`config.mk`:
```
export PLATFORM = sky130hd
export DESIGN_NAME = seq_detector_param
export DESIGN_NICKNAME = d
export VERILOG_FILES = /design/src/rtl/seq_detector_param.sv
export SDC_FILE = /design/constraint.sdc
export NUM_CORES = 1
export LEC_CHECK = 0
export ABC_AREA = 1
export CORE_MARGIN = 4
export CORE_UTILIZATION = 53
export DETAILED_ROUTE_END_ITERATION = 8
export HOLD_SLACK_MARGIN = 0.02
export PLACE_DENSITY_LB_ADDON = 0.25
export SYNTH_ARGS = -nofsm -noshare
export SYNTH_HDL_FRONTEND = slang
export SYNTH_SLANG_ARGS = --single-unit
```
`constraint.sdc`:
```
create_clock -name CLK -period 2.4 [get_ports CLK]
set_input_delay 0.48 -clock CLK [delete_from_list [all_inputs] [get_ports CLK]]
set_output_delay 0.48 -clock CLK [all_outputs]
set_load 0.01 [all_outputs]
```
`src/rtl/seq_detector_param.sv`:
```
// Parametrised two-input sequence detector: matches the last LEN {A,B} symbols
// against PATTERN, with Mealy and registered match pulses and a saturating count.
module seq_detector_param #(
   parameter int               LEN     = 4,
   parameter logic [2*LEN-1:0] PATTERN = 8'b00_01_10_11,
   parameter int               CNT_W   = 8
) (
   input  logic                    CLK,
   input  logic                    RST,
   input  logic                    EN,
   input  logic                    CLR,
   input  logic                    OVL,
   input  logic                    A,
   input  logic                    B,
   output logic                    MATCH_M,
   output logic                    MATCH_R,
   output logic [CNT_W-1:0]        COUNT,
   output logic                    SAT,
   output logic [$clog2(LEN)-1:0]  PROG
);

   localparam int              HW        = 2 * (LEN - 1);
   localparam int              PW        = $clog2(LEN);
   localparam logic [PW-1:0]   PROG_FULL = PW'(LEN - 1);

   logic [HW-1:0]    hist_q, hist_d;
   logic [PW-1:0]    prog_q, prog_d;
   logic [CNT_W-1:0] count_q, count_d;
   logic             match_r_q, match_r_d;
   logic [2*LEN-1:0] window;
   logic             hit;

   always_comb begin
      window    = {hist_q, A, B};
      hit       = EN && !CLR && (prog_q == PROG_FULL) && (window == PATTERN);
      hist_d    = hist_q;
      prog_d    = prog_q;
      count_d   = count_q;
      match_r_d = 1'b0;
      if (CLR) begin
         hist_d  = '0;
         prog_d  = '0;
         count_d = '0;
      end else if (EN) begin
         // The newest LEN-1 symbols of the window become the history.
         hist_d    = window[HW-1:0];
         match_r_d = hit;
         if (hit) begin
            prog_d = OVL ? PROG_FULL : '0;
            if (count_q != '1) count_d = count_q + 1'b1;
         end else if (prog_q != PROG_FULL) begin
            prog_d = prog_q + 1'b1;
         end
      end
   end

   always_ff @(posedge CLK or posedge RST) begin
      if (RST) begin
         hist_q    <= '0;
         prog_q    <= '0;
         count_q   <= '0;
         match_r_q <= 1'b0;
      end else begin
         hist_q    <= hist_d;
         prog_q    <= prog_d;
         count_q   <= count_d;
         match_r_q <= match_r_d;
      end
   end

   assign MATCH_M = hit;
   assign MATCH_R = match_r_q;
   assign COUNT   = count_q;
   assign SAT     = &count_q;
   assign PROG    = prog_q;

endmodule

```
# Word-level counts from Yosys, hierarchy flattened
# Cells that the tools add are included.
[totals] reg_bits=17 out_inout_bits=13 inputBits=7
[classes] n_reduce_logical=11 n_mux=13 eq_ne=4 add_sub_neg=2
[ops] cell="two-way mux 8 bit" n=4
[ops] cell="two-way mux 6 bit" n=2
[ops] cell="two-way mux 2 bit" n=5
[ops] cell="adder 8 x 1 -> 8 bit, second input constant" n=1
[ops] cell="equality test 8 x 5 -> 1 bit, second input constant" n=1
[ops] cell="!= test 8 bit, second input constant" n=1
[ops] cell="AND reduction 8 bit" n=1
[ops] cell="nonzero test 2 bit" n=3
[ops] cell="logical AND 1 bit" n=3
[ops] cell="AND reduction 3 bit" n=1
[ops] cell="nonzero test 3 bit" n=1
[ops] cell="adder 2 x 1 -> 2 bit, second input constant" n=1
[ops] cell="equality test 2 bit, second input constant" n=1
[ops] cell="two-way mux 1 bit" n=2
[ops] cell="!= test 2 bit, second input constant" n=1
[ops] cell="AND reduction 2 bit" n=1
[ops] cell="logical NOT 1 bit" n=1

# Depth between registers and ports, before layout
[depth] word_depth=7 mapped_depth=8

# Worst setup path before layout
# OpenSTA, ideal clock, no wires.
[synth_timing] path_type="register -> output" start="reg count_q[0], in the netlist COUNT[0]" end="out SAT" required_ps=1920 setup_slack_ps=757 path_stages_with_launch=6 t_arrival_ps=1163 cell_sequence="dfrtp_1 > ha_1 > nand2_1 > nor2_1 > nand3_2 > clkinv_1"
[synth_via] elab_chain_cells=1
[synth_rtl] item="from (decl)" line_no="28" text="logic [CNT_W-1:0] count_q, count_d;"
[synth_rtl] item="from (signal assigned)" line_no="66" text="count_q <= count_d;"
[synth_rtl] item="AND reduction 8 bit" line_no="74" text="assign SAT = &count_q;"
[synth_rtl] item="to (decl)" line_no="18" text="output logic SAT,"
# Every way passes these cells.

# Final worst setup path
[layout_timing] start="in A" end="out MATCH_M"
[layout_via] elab_chain_cells=2
[layout_rtl] item="from (decl)" line_no="13" text="input logic A,"
[layout_rtl] item="equality test 8 x 5 -> 1 bit" line_no="35" text="hit = EN && !CLR && (prog_q == PROG_FULL) && (window == PATTERN);"
[layout_rtl] item="logical AND 1 bit" line_no="35"
[layout_rtl] item="to (decl)" line_no="15" text="output logic MATCH_M,"
# Every way passes these cells.

==> flow_metrics.py <==
metrics = {
    "outcome": {
        "status": "finished clean",
    },
    "detailed_routing": {
        "wl_mm": 2.23,
        "antenna_left": 0,
        "viasPerCell": 5.30,
        "dr.first_iter.drc_count": 18,
        "drc_errors": 0,
        "avgRoutedWirePerCell_um": 12.9,
        "drtPass1Iterations": 4,
        "vias": 911,
    },
    "job": {
        "maxCapViolations": 0,
    },
    "final_layout": {
        "syn_to_final_growth_pct": 31.2,
        "final_area_mm2": 0.00131,
        "drive_above_1_share": 0.231,
        "num_antenna_cells": 0,
        "finish.net_count": 157,
        "nFillCells": 131,
    },
    "global_routing": {
        "antenna_found_initial": 0,
        "track_usage": 0.212,
        "overflow": 0,
        "grt_max_degree": 18,
        "grt_pass1_wl_mm": 4.08,
        "grt_pass1_vias": 945,
    },
    "synth": {
        "synth-main-ff-cell": "dfrtp_1",
        "avgSynthCellArea_um2": 8.51,
        "yosysWarnings": 0,
        "yosysSeqAreaShare": 0.427,
        "synth_common_cells": "28 x nand2_1, 17 x dfrtp_1, 13 x inv_1",
        "synth_area_leaders": "dfrtp_1 43%, nand2_1 11%, nand3_1 6.0%",
        "synth_top_area_cell": "dfrtp_1",
        "synth_area_um2": 996,
        "postSynth.asyncResetShare": 1.00,
        "synth_top_area_share": 0.427,
        "synth.distinct_cells": 26,
        "synth_cells": 117,
        "ys_ff_latch": 17,
        "syn_nets": 126,
        "synth.most_common_cell": "nand2_1",
        "synth_edf_count": 0,
    },
    "cts": {
        "cts-hold-fix-buffers": 0,
        "cts-root-buf": "clkbuf_4",
        "cts_tree": "yes",
        "clkTransAtPathRegs_ps": 90,
        "numCtsBuffers": 3,
        "htree_levels": 1,
        "clk-insertion-delay-late_ps": 290,
        "clockBufferDepth": 2,
        "cts_sinks": 17,
    },
    "sta": {
        "min_period_ps": 2140,
        "fin_crit_sh": 0.890,
        "rsz0062_at_grt": "no",
        "final_hold_viol_count": 0,
        "skew_ps": 1.44,
        "timing.final.ws_setup_ps": 264,
        "relSlewSlack": 0.558,
        "fin_tns_setup_ps": 0,
        "setup-violations-final": 0,
        "slew_violations": 0,
        "worst_pin_slew_ps": 663,
        "fmax_mhz": 468,
    },
    "pwr": {
        "vdd_drop_max_mv": 0.259,
        "total_power_uw": 516,
        "p_leak_nw": 0.671,
        "p_per_area_mw_per_mm2": 395,
    },
    "die": {
        "die_w_um": 51.4,
        "start_util": 0.571,
        "core_mm2": 0.00175,
        "num_rows": 15,
        "dieArea_mm2": 0.00264,
        "chipHeight_um": 51.4,
        "boundaryPins": 20,
    },
    "place": {
        "post_dp_cell_area_mm2": 0.00126,
        "dp_hpwl_mm": 1.70,
        "port_buffers": 19,
        "place_ws_ps": -42.6,
        "place_congestion": 0.814,
    },
    "worst_hold_path": {
        "hold_class": "flip-flop to flip-flop",
    },
    "worst_setup_path": {
        "end_kind": "output pin",
        "worstPathRequired_ps": 1920,
        "path_max_fanout": 2,
        "path_class": "input pin to output pin",
        "cp-start-kind": "input pin",
        "cp.arrival_ps": 1660,
    },
}
[report_power, final]
part	internal, mW	switching (mW)	total [mW]
clock	0.0646	0.0853	0.150
combinational	0.0287	0.0398	0.0685
sequential	0.293	0.00500	0.298
[metal layers]
layer / part of all wire / vias to the layer above / wire (um) / track usage
li1: - / 440 / - / -
met5: 0 / - / 0 / 0
met1: 0.42 / 431 / 934 / 0.247
met2: 0.50 / 35 / 1120 / 0.365
met3: 0.056 / 5 / 124 / 0.0496
met4: 0.020 / 0 / 44 / 0.100
[registers in the layout, summed over array words and instances (netlist names)]
register	flops
PROG	2
COUNT	8
MATCH_R	1
hist_q	6
[final timing paths]
path | start | slack (ps) | to | cells past startpoint
setup / recovery | A | 260 | MATCH_M | 6
hold / removal | PROG[1] | 540 | PROG[1] | 2
setup reg to reg | PROG[0] | 830 | COUNT[6] | 8
hold reg to reg | PROG[1] | 540 | PROG[1] | 2
max in group asynchronous | RST | 1350 | COUNT[0] | 2
min in group asynchronous | RST | 580 | COUNT[7] | 2
[stage by stage]
stage                     hold WS, ps  std cells   util
final                             545        172  0.748
after global routing              587        172  0.748
after CTS                         542        171  0.741
after detailed placement          514        166  0.720
after global placement            508        166  0.720
after floorplan                   406        117      -
[layout make-up]
| cell class | count | area (um2) | share of cell area |
|---|---|---|---|
| multi-input combinational | 81 | 500 | 0.383 |
| clock buffer | 4 | 26.3 | 0.0201 |
| tap | 25 | 31.3 | 0.0239 |
| timing repair buffer | 27 | 251 | 0.193 |
| inverter | 18 | 70.1 | 0.0536 |
| sequential | 17 | 427 | 0.327 |
[cell families (layout without fill, tap and decap cells)]
family,after synthesis,after routing,synth area share
buffers and inverters,19,49,0.0754
flip-flops,17,17,0.427
AO/OA/AOI/OAI,9,9,0.0540
adder cells (fa/ha/maj),2,2,0.0251
AND/OR/NAND/NOR,68,68,0.401
XOR/XNOR,2,2,0.0176
[critical path: stages]
cell and delay (ps):
clkdlybuf4s50_1 470, nand2_1 90, nor2_2 200, nand3_4 90
inv_1 60, dlygate4sd2_1 260
[placed cells by master (no fill, tap or decap), drive strengths merged]
| cell type | count |
|---|---|
| nand2 | 31 |
| clkdlybuf4s50 | 17 |
| dfrtp | 17 |
| inv | 17 |
| nand3 | 16 |
| nor2 | 10 |
| buf | 8 |
| nand4 | 6 |
| o22ai | 4 |
| clkbuf | 4 |
| nor3 | 3 |
| o21ai | 3 |
| or2 | 2 |
| xor2 | 2 |
| ha | 2 |
| a21oi | 2 |
| clkinv | 1 |
| dlygate4sd2 | 1 |
| dlymetal6s2s | 1 |
[what timing repair did]
action                                  4_1_cts  5_1_grt
gates resized for setup                       3        2
buffers inserted                              1        1
pin swaps                                     0        0
endpoints found under the setup margin        2        1
No activity file was read; power rests on OpenSTA's default activity.
